## src/rtl/alu_arbiter.sv

```systemverilog
// alu_arbiter: two-requester round-robin front end for the shared 16-bit ALU.
// Runs one operation at a time: single-cycle ALU ops pass straight through,
// while mul (op 101) is a 16-step shift-and-add that reuses the ALU adder.
// Each result is held for the requester that issued it until that requester takes it.
module alu_arbiter (
  input  logic        clk,
  input  logic        reset,
  input  logic        req0_valid,
  output logic        req0_ready,
  input  logic [15:0] req0_a,
  input  logic [15:0] req0_b,
  input  logic [2:0]  req0_op,
  input  logic        req1_valid,
  output logic        req1_ready,
  input  logic [15:0] req1_a,
  input  logic [15:0] req1_b,
  input  logic [2:0]  req1_op,
  output logic        resp0_valid,
  input  logic        resp0_ready,
  output logic [15:0] resp0_result,
  output logic        resp0_zero,
  output logic        resp1_valid,
  input  logic        resp1_ready,
  output logic [15:0] resp1_result,
  output logic        resp1_zero,
  output logic [15:0] alu_a,
  output logic [15:0] alu_b,
  output logic [2:0]  alu_control,
  input  logic [15:0] alu_result,
  input  logic        alu_zero,
  output logic        busy
);

  typedef enum logic [1:0] {
    IDLE = 2'd0,
    EXEC = 2'd1,
    MUL  = 2'd2,
    RESP = 2'd3
  } state_t;

  localparam logic [2:0] OP_ADD = 3'b000;
  localparam logic [2:0] OP_MUL = 3'b101;

  state_t      state_q;
  logic [15:0] a_q;
  logic [15:0] b_q;
  logic [2:0]  op_q;
  logic        owner_q;
  logic        last_grant_q;
  logic [15:0] acc_q;
  logic [3:0]  count_q;
  logic [15:0] res0_q;
  logic [15:0] res1_q;
  logic        zero0_q;
  logic        zero1_q;
  logic        rv0_q;
  logic        rv1_q;
  logic [15:0] alu_a_q;
  logic [15:0] alu_b_q;
  logic [2:0]  alu_ctl_q;

  logic        grant0_s;
  logic        grant1_s;
  logic        accept_s;
  logic        sel_s;
  logic [15:0] sel_a_s;
  logic [15:0] sel_b_s;
  logic [2:0]  sel_op_s;
  logic [3:0]  count_nx_s;
  logic        owner_ready_s;

  // Shifted partial product for one multiplier bit; zero when that bit is clear.
  function automatic logic [15:0] partial_product(input logic [15:0] a,
                                                  input logic [15:0] b,
                                                  input logic [3:0]  idx);
    logic [15:0] pp;
    if (b[idx]) begin
      pp = a << idx;
    end else begin
      pp = 16'd0;
    end
    return pp;
  endfunction

  // Round-robin grant: only offered in IDLE and never while reset is high.
  // last_grant_q = 1 means req1 went last, so req0 wins a tie.
  always_comb begin
    grant0_s = 1'b0;
    grant1_s = 1'b0;
    if ((state_q == IDLE) && !reset) begin
      if (req0_valid && req1_valid) begin
        grant0_s = last_grant_q;
        grant1_s = ~last_grant_q;
      end else begin
        grant0_s = req0_valid;
        grant1_s = req1_valid;
      end
    end else begin
      grant0_s = 1'b0;
      grant1_s = 1'b0;
    end
  end

  // Operand mux for the granted requester, the next step index, and the owner's resp_ready.
  always_comb begin
    sel_s    = grant1_s;
    accept_s = grant0_s | grant1_s;
    if (grant1_s) begin
      sel_a_s  = req1_a;
      sel_b_s  = req1_b;
      sel_op_s = req1_op;
    end else begin
      sel_a_s  = req0_a;
      sel_b_s  = req0_b;
      sel_op_s = req0_op;
    end
    count_nx_s = count_q + 4'd1;
    if (owner_q) begin
      owner_ready_s = resp1_ready;
    end else begin
      owner_ready_s = resp0_ready;
    end
  end

  // Sequencer FSM: accept, single-cycle execute or multiply stepping, then hold the response.
  // ALU inputs are registered and always set up one cycle ahead of the state that uses them.
  always_ff @(posedge clk or posedge reset) begin
    if (reset) begin
      state_q      <= IDLE;
      a_q          <= 16'd0;
      b_q          <= 16'd0;
      op_q         <= 3'b000;
      owner_q      <= 1'b0;
      last_grant_q <= 1'b1;
      acc_q        <= 16'd0;
      count_q      <= 4'd0;
      res0_q       <= 16'd0;
      res1_q       <= 16'd0;
      zero0_q      <= 1'b0;
      zero1_q      <= 1'b0;
      rv0_q        <= 1'b0;
      rv1_q        <= 1'b0;
      alu_a_q      <= 16'd0;
      alu_b_q      <= 16'd0;
      alu_ctl_q    <= 3'b000;
    end else begin
      case (state_q)
        IDLE: begin
          if (accept_s) begin
            a_q          <= sel_a_s;
            b_q          <= sel_b_s;
            op_q         <= sel_op_s;
            owner_q      <= sel_s;
            last_grant_q <= sel_s;
            if (sel_op_s == OP_MUL) begin
              state_q   <= MUL;
              acc_q     <= 16'd0;
              count_q   <= 4'd0;
              alu_a_q   <= 16'd0;
              alu_b_q   <= partial_product(sel_a_s, sel_b_s, 4'd0);
              alu_ctl_q <= OP_ADD;
            end else begin
              state_q   <= EXEC;
              alu_a_q   <= sel_a_s;
              alu_b_q   <= sel_b_s;
              alu_ctl_q <= sel_op_s;
            end
          end
        end
        EXEC: begin
          if (owner_q) begin
            res1_q  <= alu_result;
            zero1_q <= alu_zero;
            rv1_q   <= 1'b1;
          end else begin
            res0_q  <= alu_result;
            zero0_q <= alu_zero;
            rv0_q   <= 1'b1;
          end
          state_q   <= RESP;
          alu_a_q   <= 16'd0;
          alu_b_q   <= 16'd0;
          alu_ctl_q <= OP_ADD;
        end
        MUL: begin
          acc_q <= alu_result;
          if (count_q == 4'd15) begin
            if (owner_q) begin
              res1_q  <= alu_result;
              zero1_q <= alu_zero;
              rv1_q   <= 1'b1;
            end else begin
              res0_q  <= alu_result;
              zero0_q <= alu_zero;
              rv0_q   <= 1'b1;
            end
            state_q   <= RESP;
            count_q   <= 4'd0;
            alu_a_q   <= 16'd0;
            alu_b_q   <= 16'd0;
            alu_ctl_q <= OP_ADD;
          end else begin
            count_q   <= count_nx_s;
            alu_a_q   <= alu_result;
            alu_b_q   <= partial_product(a_q, b_q, count_nx_s);
            alu_ctl_q <= OP_ADD;
          end
        end
        RESP: begin
          if (owner_ready_s) begin
            if (owner_q) begin
              rv1_q <= 1'b0;
            end else begin
              rv0_q <= 1'b0;
            end
            state_q <= IDLE;
          end
        end
        default: begin
          state_q <= IDLE;
        end
      endcase
    end
  end

  assign req0_ready   = grant0_s;
  assign req1_ready   = grant1_s;
  assign resp0_valid  = rv0_q;
  assign resp1_valid  = rv1_q;
  assign resp0_result = res0_q;
  assign resp1_result = res1_q;
  assign resp0_zero   = zero0_q;
  assign resp1_zero   = zero1_q;
  assign alu_a        = alu_a_q;
  assign alu_b        = alu_b_q;
  assign alu_control  = alu_ctl_q;
  assign busy         = (state_q != IDLE);

endmodule

```

## config.mk

```make
export PLATFORM = sky130hd
export DESIGN_NAME = alu_arbiter
export DESIGN_NICKNAME = d
export VERILOG_FILES = /design/src/rtl/alu_arbiter.sv
export SDC_FILE = /design/constraint.sdc
export NUM_CORES = 1
export LEC_CHECK = 0
export CORE_MARGIN = 3
export CORE_UTILIZATION = 49
export CTS_CLUSTER_DIAMETER = 80
export CTS_CLUSTER_SIZE = 16
export DETAILED_ROUTE_END_ITERATION = 16
export GPL_TIMING_DRIVEN = 0
export HOLD_SLACK_MARGIN = 0.12
export PLACE_DENSITY = 0.81
export SYNTH_ARGS = -nofsm -noshare
export SYNTH_HDL_FRONTEND = slang
export SYNTH_SLANG_ARGS = --single-unit
```

## constraint.sdc

```tcl
create_clock -name clk -period 4.9 [get_ports clk]
set_input_delay 0.98 -clock clk [delete_from_list [all_inputs] [get_ports clk]]
set_output_delay 0.98 -clock clk [all_outputs]
set_load 0.05 [all_outputs]
```

# Word level (Yosys, flattened, before mapping)
# Cells that the tools add are included.
[op_classes]
add_sub_neg = 1
order_cmp = 1
eq_ne = 11
shifts = 1
n_mux = 54
bitwise_logic = 2
reduce_logical = 19
[op_table]
columns = ["op", "count"]
rows = [
  ["2-to-1 mux 16 bit", 14],
  ["one-hot mux 16 bit (3 select lines)", 2],
  ["one-hot mux 16 bit (2 select lines)", 2],
  ["2-to-1 mux 1 bit", 18],
  ["left shift 16 x 4 -> 16 bit", 1],
  ["2-to-1 mux 4 bit", 3],
  ["!= test 2 bit (second input constant)", 5],
  ["2-to-1 mux 3 bit", 3],
  ["2-to-1 mux 2 bit", 4],
  ["one-hot mux 2 bit (4 select lines)", 1],
  ["one-hot mux 4 bit (2 select lines)", 1],
  ["AND reduction 2 bit", 4],
  ["AND reduction 4 bit", 2],
  ["nonzero test 2 bit", 4],
  ["one-hot mux 1 bit (3 select lines)", 2],
  ["one-hot mux 3 bit (2 select lines)", 1],
  ["AND reduction 3 bit", 2],
  ["nonzero test 3 bit", 2],
  ["< comparator 4 x 5 -> 1 bit (second input constant)", 1],
  ["adder 4 x 1 -> 4 bit (second input constant)", 1],
  ["binary-select mux 1 bit (select 4 bit)", 1],
  ["== test 2 bit (second input constant)", 2],
  ["== test 4 bit (second input constant)", 1],
  ["one-hot mux 1 bit (2 select lines)", 2],
  ["9 further kinds", 10],
]
[totals]
reg_bits = 111
wordCells = 104

# Longest topological paths before layout
# Gate-level depths: netlist (run 1).
[depth]
word_depth = 8
ltp_mapped = 10
depth_no_buf = 9

# Worst setup path after synthesis (run 1)
# OpenSTA, ideal clock, no wires.
[synth_path]
path_type = "input to output"
startpoint = "input reset"
endpoint = "output req0_ready"
arrival_time_ns = 2.029
required_ns = 3.920
slack_ns = 1.891
stages = 3
n_path_buf = 0
path_cell_list = "and2b_2 > nand2_1 > a21oi_1"
[synth_between]
elab_chain_cells = 3
[synth_rtl]
columns = ["item", "line", "rtl"]
rows = [
  ["start: declaration", "7", "input logic reset,"],
  ["zero test 1 bit (no source line)", "--", ""],
  ["logical AND 1 bit", "90", "if ((state_q == IDLE) && !reset) begin"],
  ["2-to-1 mux 1 bit", "90", ""],
  ["end: declaration", "9", "output logic req0_ready,"],
]
# No other way between the ends.

# Worst setup path after layout (run 1)
[layout_path]
startpoint = "input reset"
endpoint = "output req1_ready"
[layout_between]
elab_chain_cells = 3
[layout_rtl]
columns = ["item", "line", "rtl"]
rows = [
  ["zero test 1 bit (no source line)", "--", ""],
  ["logical AND 1 bit", "90", ""],
  ["2-to-1 mux 1 bit", "90", ""],
  ["end: declaration", "14", "output logic req1_ready,"],
]
# No other way between the ends.

==> metrics.md, run 1 <==
| Metric | Value |
|---|---|
| Status | `complete, no violations` |
| Warning count from the yosys run | `0` |
| Min cycle time layout | `around 4.2 ns` |
| Post-route cell area | `roughly 8300 um^2` |
| Sequential area share after synthesis | `0.4544` |
| Slew headroom | `0.4130` |
| Fin nets | `between 800 and 900` |
| Largest net degree at the start of global routing | `72` |
| Total gr overflow | `0` |
| Mapped Area | `6116 um^2` |
| Placer Congestion | `about 0.93` |
| H-Tree Depth | `3` |
| Reg2reg start | `state_q[0]` |
| Final hold vios | `0` |
| Fin worst setup slack | `around 0.69 ns` |
| Asr flop ratio synth | `1.000` |
| Max VDD drop | `about 0.55 mV` |
| FF-to-FF setup slack | `around 2.1 ns` |
| R2r worst-path depth | `9` |
| Setup TNS | `0 ns` |
| Cells along the critical path | `clkdlybuf4s50_1, and2b_2, nand3_4, clkinv_1, buf_2, clkdlybuf4s50_1` |
| Layout area overhead | `36.19%` |
| Fin util | `0.6877` |
| Crit start category | `input port` |
| First-pass GRT wire length | `roughly 33000 um` |
| Die height | `between 100 and 150 um` |
| Most frequent CP cell | `clkdlybuf4s50_1` |
| Vias in the first global route | `5894` |
| Worst Path Required | `slightly below 4 ns` |
| Total global-route track usage | `0.3005` |
| Clock-pin slew on the worst setup and hold paths | `approximately 0.070 ns` |
| Initial antenna violation count | `0` |
| Layout cells sized above 1 | `0.1131` |
| Filler cells | `just under 1000` |
| Commonest non-fill, non-tap cell in the layout | `clkdlybuf4s50_1` |
| Synth cell types | `between 40 and 50` |
| Crit Path Category | `in2out` |
| CTS max path bufs | `2` |
| FF-to-FF End | `alu_b[3]` |
| Hold Path End | `last_grant_q` |
| Crit-path max cell delay | `0.87 ns` |
| Crit-path max FO | `10` |
| CTS tree | `yes` |
| CTS Sinks | `about 110` |
| DP Area | `8008 um^2` |
| Core area | `between 10000 and 15000 um^2` |
| RSZ-0062 raised after global routing | `false` |
| IO Port Bufs | `165` |
| DRC viols | `0` |
| Initial Util | `0.5050` |
| Crit path max-delay cell type | `clkdlybuf4s50_1` |
| Root buffer selected by CTS | `clkbuf_16` |
| Fmax | `between 0.2 and 0.25 GHz` |
| Hpwl dp | `between 15000 and 20000 um` |
| Worst-Skew Late Latency | `approximately 0.36 ns` |
| Number of max-cap violations | `0` |
| Top FF cell, synth | `dfrtp_1` |
| Final wirelength | `approximately 21000 um` |
| Final Skew | `0.004133 ns` |
| LEAKAGE | `between 3 and 4 nW` |
| Net Count, Synth | `695` |
| DR pass1 iterations | `5` |
| Num CTS Buffers | `9` |
| Power density over the cells | `807.2 nW/um^2` |
| Flops & latches, synth | `about 110` |
| Number of gates resized after CTS | `0` |
| HP Start | `last_grant_q` |
| Width of the die | `117.7 um` |
| Final hold slack | `0.4736 ns` |
| Avg WL per Cell | `approximately 22 um` |
| ANT cells | `0` |
| Commonest cells after routing, fill and taps aside | `clkdlybuf4s50_1, dfrtp_1, mux2i_1` |
| I/O Pins | `167` |
| Post-synth EDFFs | `0` |
| Worst-margin pin slew | `between 0.8 and 0.9 ns` |
| Via count | `between 5000 and 6000` |
| Final-report max-slew violation count | `0` |
| Cells after Synth | `approximately 600` |
| CTS Hold Bufs | `0` |
| Avg Cell Area, Syn | `10.24 um^2` |
| Critical path arrival | `3.23 ns` |
| DR iter-0 viols | `~460` |
| Tcrit/Tclk final | `0.8584` |
| Post-CTS setup buffer count | `0` |
| Setup violators final | `0` |
| Hold depth | `2` |
| Die ar. | `13860 um^2` |
| Rows | `40` |
| CP endpoint kind | `primary output` |
| Via/cell ratio | `a little under 6` |
| HP Class | `reg2reg` |
| Final ANT Viol Nets | `0` |
| Place WS | `between 0.7 and 0.8 ns` |
## power by group
part / internal (W) / switching [W] / leakage [nW]
registers: 0.00139 / 0.000293 / 1.35
logic: 0.00157 / 0.00267 / 2.05
clock network: 0.000460 / 0.000345 / 0.147
## how the worst max path moves through the flow
stage | startpoint | to | slack [ns] | depth (start not counted)
after floorplan | reset | a_q[0] | 0.99 | 1
after global placement | reset | alu_b[11] | -0.54 | 2
after detailed placement | reset | req1_ready | 0.72 | 6
after CTS | reset | req1_ready | 0.71 | 6
after global routing | reset | req1_ready | 0.65 | 6
final | reset | req1_ready | 0.69 | 6
## per-layer routing
metal / vias up / wire length (um) / GRT usage
met5: - / 0 / 0
met4: 0 / 905 / 0.1516
met3: 56 / 2112 / 0.09370
met2: 288 / 9419 / 0.4671
met1: 2716 / 8381 / 0.3798
li1: 2550 / - / -
## final cells by class
class / count / area, um^2 / share of cell area
clock inverter: 5 / 82.58 / 0.009914
clock buffer: 10 / 239.0 / 0.02869
sequential: 111 / 2779 / 0.3336
multi-input combinational: 429 / 3072 / 0.3688
tap: 168 / 210.2 / 0.02524
timing repair buffer: 166 / 1679 / 0.2016
inverter: 9 / 36.28 / 0.004356
buffer: 48 / 231.5 / 0.02779
## kinds of logic after synthesis
group	Yosys count	share of synthesized area
buf+inv	57	0.04337
simple gates	151	0.1099
mux	111	0.1982
xor+xnor	3	0.005525
fa+ha+maj	5	0.01023
flops	111	0.4544
compound gates	159	0.1784
## stage by stage
step	total power [W]	std cells
5_1_grt	0.007083	946
2_1_floorplan	0.004518	597
3_3_place_gp	0.005780	930
4_1_cts	0.006703	946
6_report	0.006723	946
3_5_place_dp	0.005873	931
## cell usage after synthesis, drive strengths merged (3+ instances only)
| library cell | instances | area share |
|---|---|---|
| nor2b | 3 | 0.0031 |
| nor2 | 46 | 0.028 |
| inv | 8 | 0.0049 |
| a2bb2oi | 16 | 0.023 |
| a211o | 7 | 0.010 |
| nand2b | 4 | 0.0041 |
| a31oi | 20 | 0.023 |
| a21oi | 23 | 0.019 |
| nand3 | 18 | 0.017 |
| clkbuf | 25 | 0.016 |
| o22ai | 4 | 0.0041 |
| nand2 | 63 | 0.039 |
| a311oi | 7 | 0.010 |
| ha | 5 | 0.010 |
| mux2i | 69 | 0.11 |
| mux4 | 4 | 0.015 |
| and3 | 8 | 0.0082 |
| mux2 | 38 | 0.071 |
| nand3b | 3 | 0.0037 |
| o21ai | 49 | 0.040 |
| a2111o | 8 | 0.015 |
| dfrtp | 110 | 0.45 |
| a211oi | 17 | 0.021 |
| buf | 23 | 0.022 |
## critical path: cells and delay by family
| kind | cells | cell delay, ns |
|---|---|---|
| buffers and inverters | 4 | 1.82 |
| AND/OR/NAND/NOR | 2 | 0.41 |
## sequential cells by signal, indices dropped and copies added (netlist names)
name          cells
alu_b            16
b_q              16
state_q           2
alu_control       3
resp0_zero        1
alu_a            16
resp1_zero        1
resp0_result     16
owner_q           1
resp1_valid       1
last_grant_q      1
resp1_result     16
count_q           4
a_q              16
resp0_valid       1
Note: power is estimated with default switching activity, not from simulation.
==> inputs of run 2 (changes only) <==
Settings changed: SKIP_CTS_REPAIR_TIMING set to 1, TNS_END_PERCENT set to 50.
==> results of run 2 <==
Same layout as run 1: the final DEF is identical, and so are final timing and power.
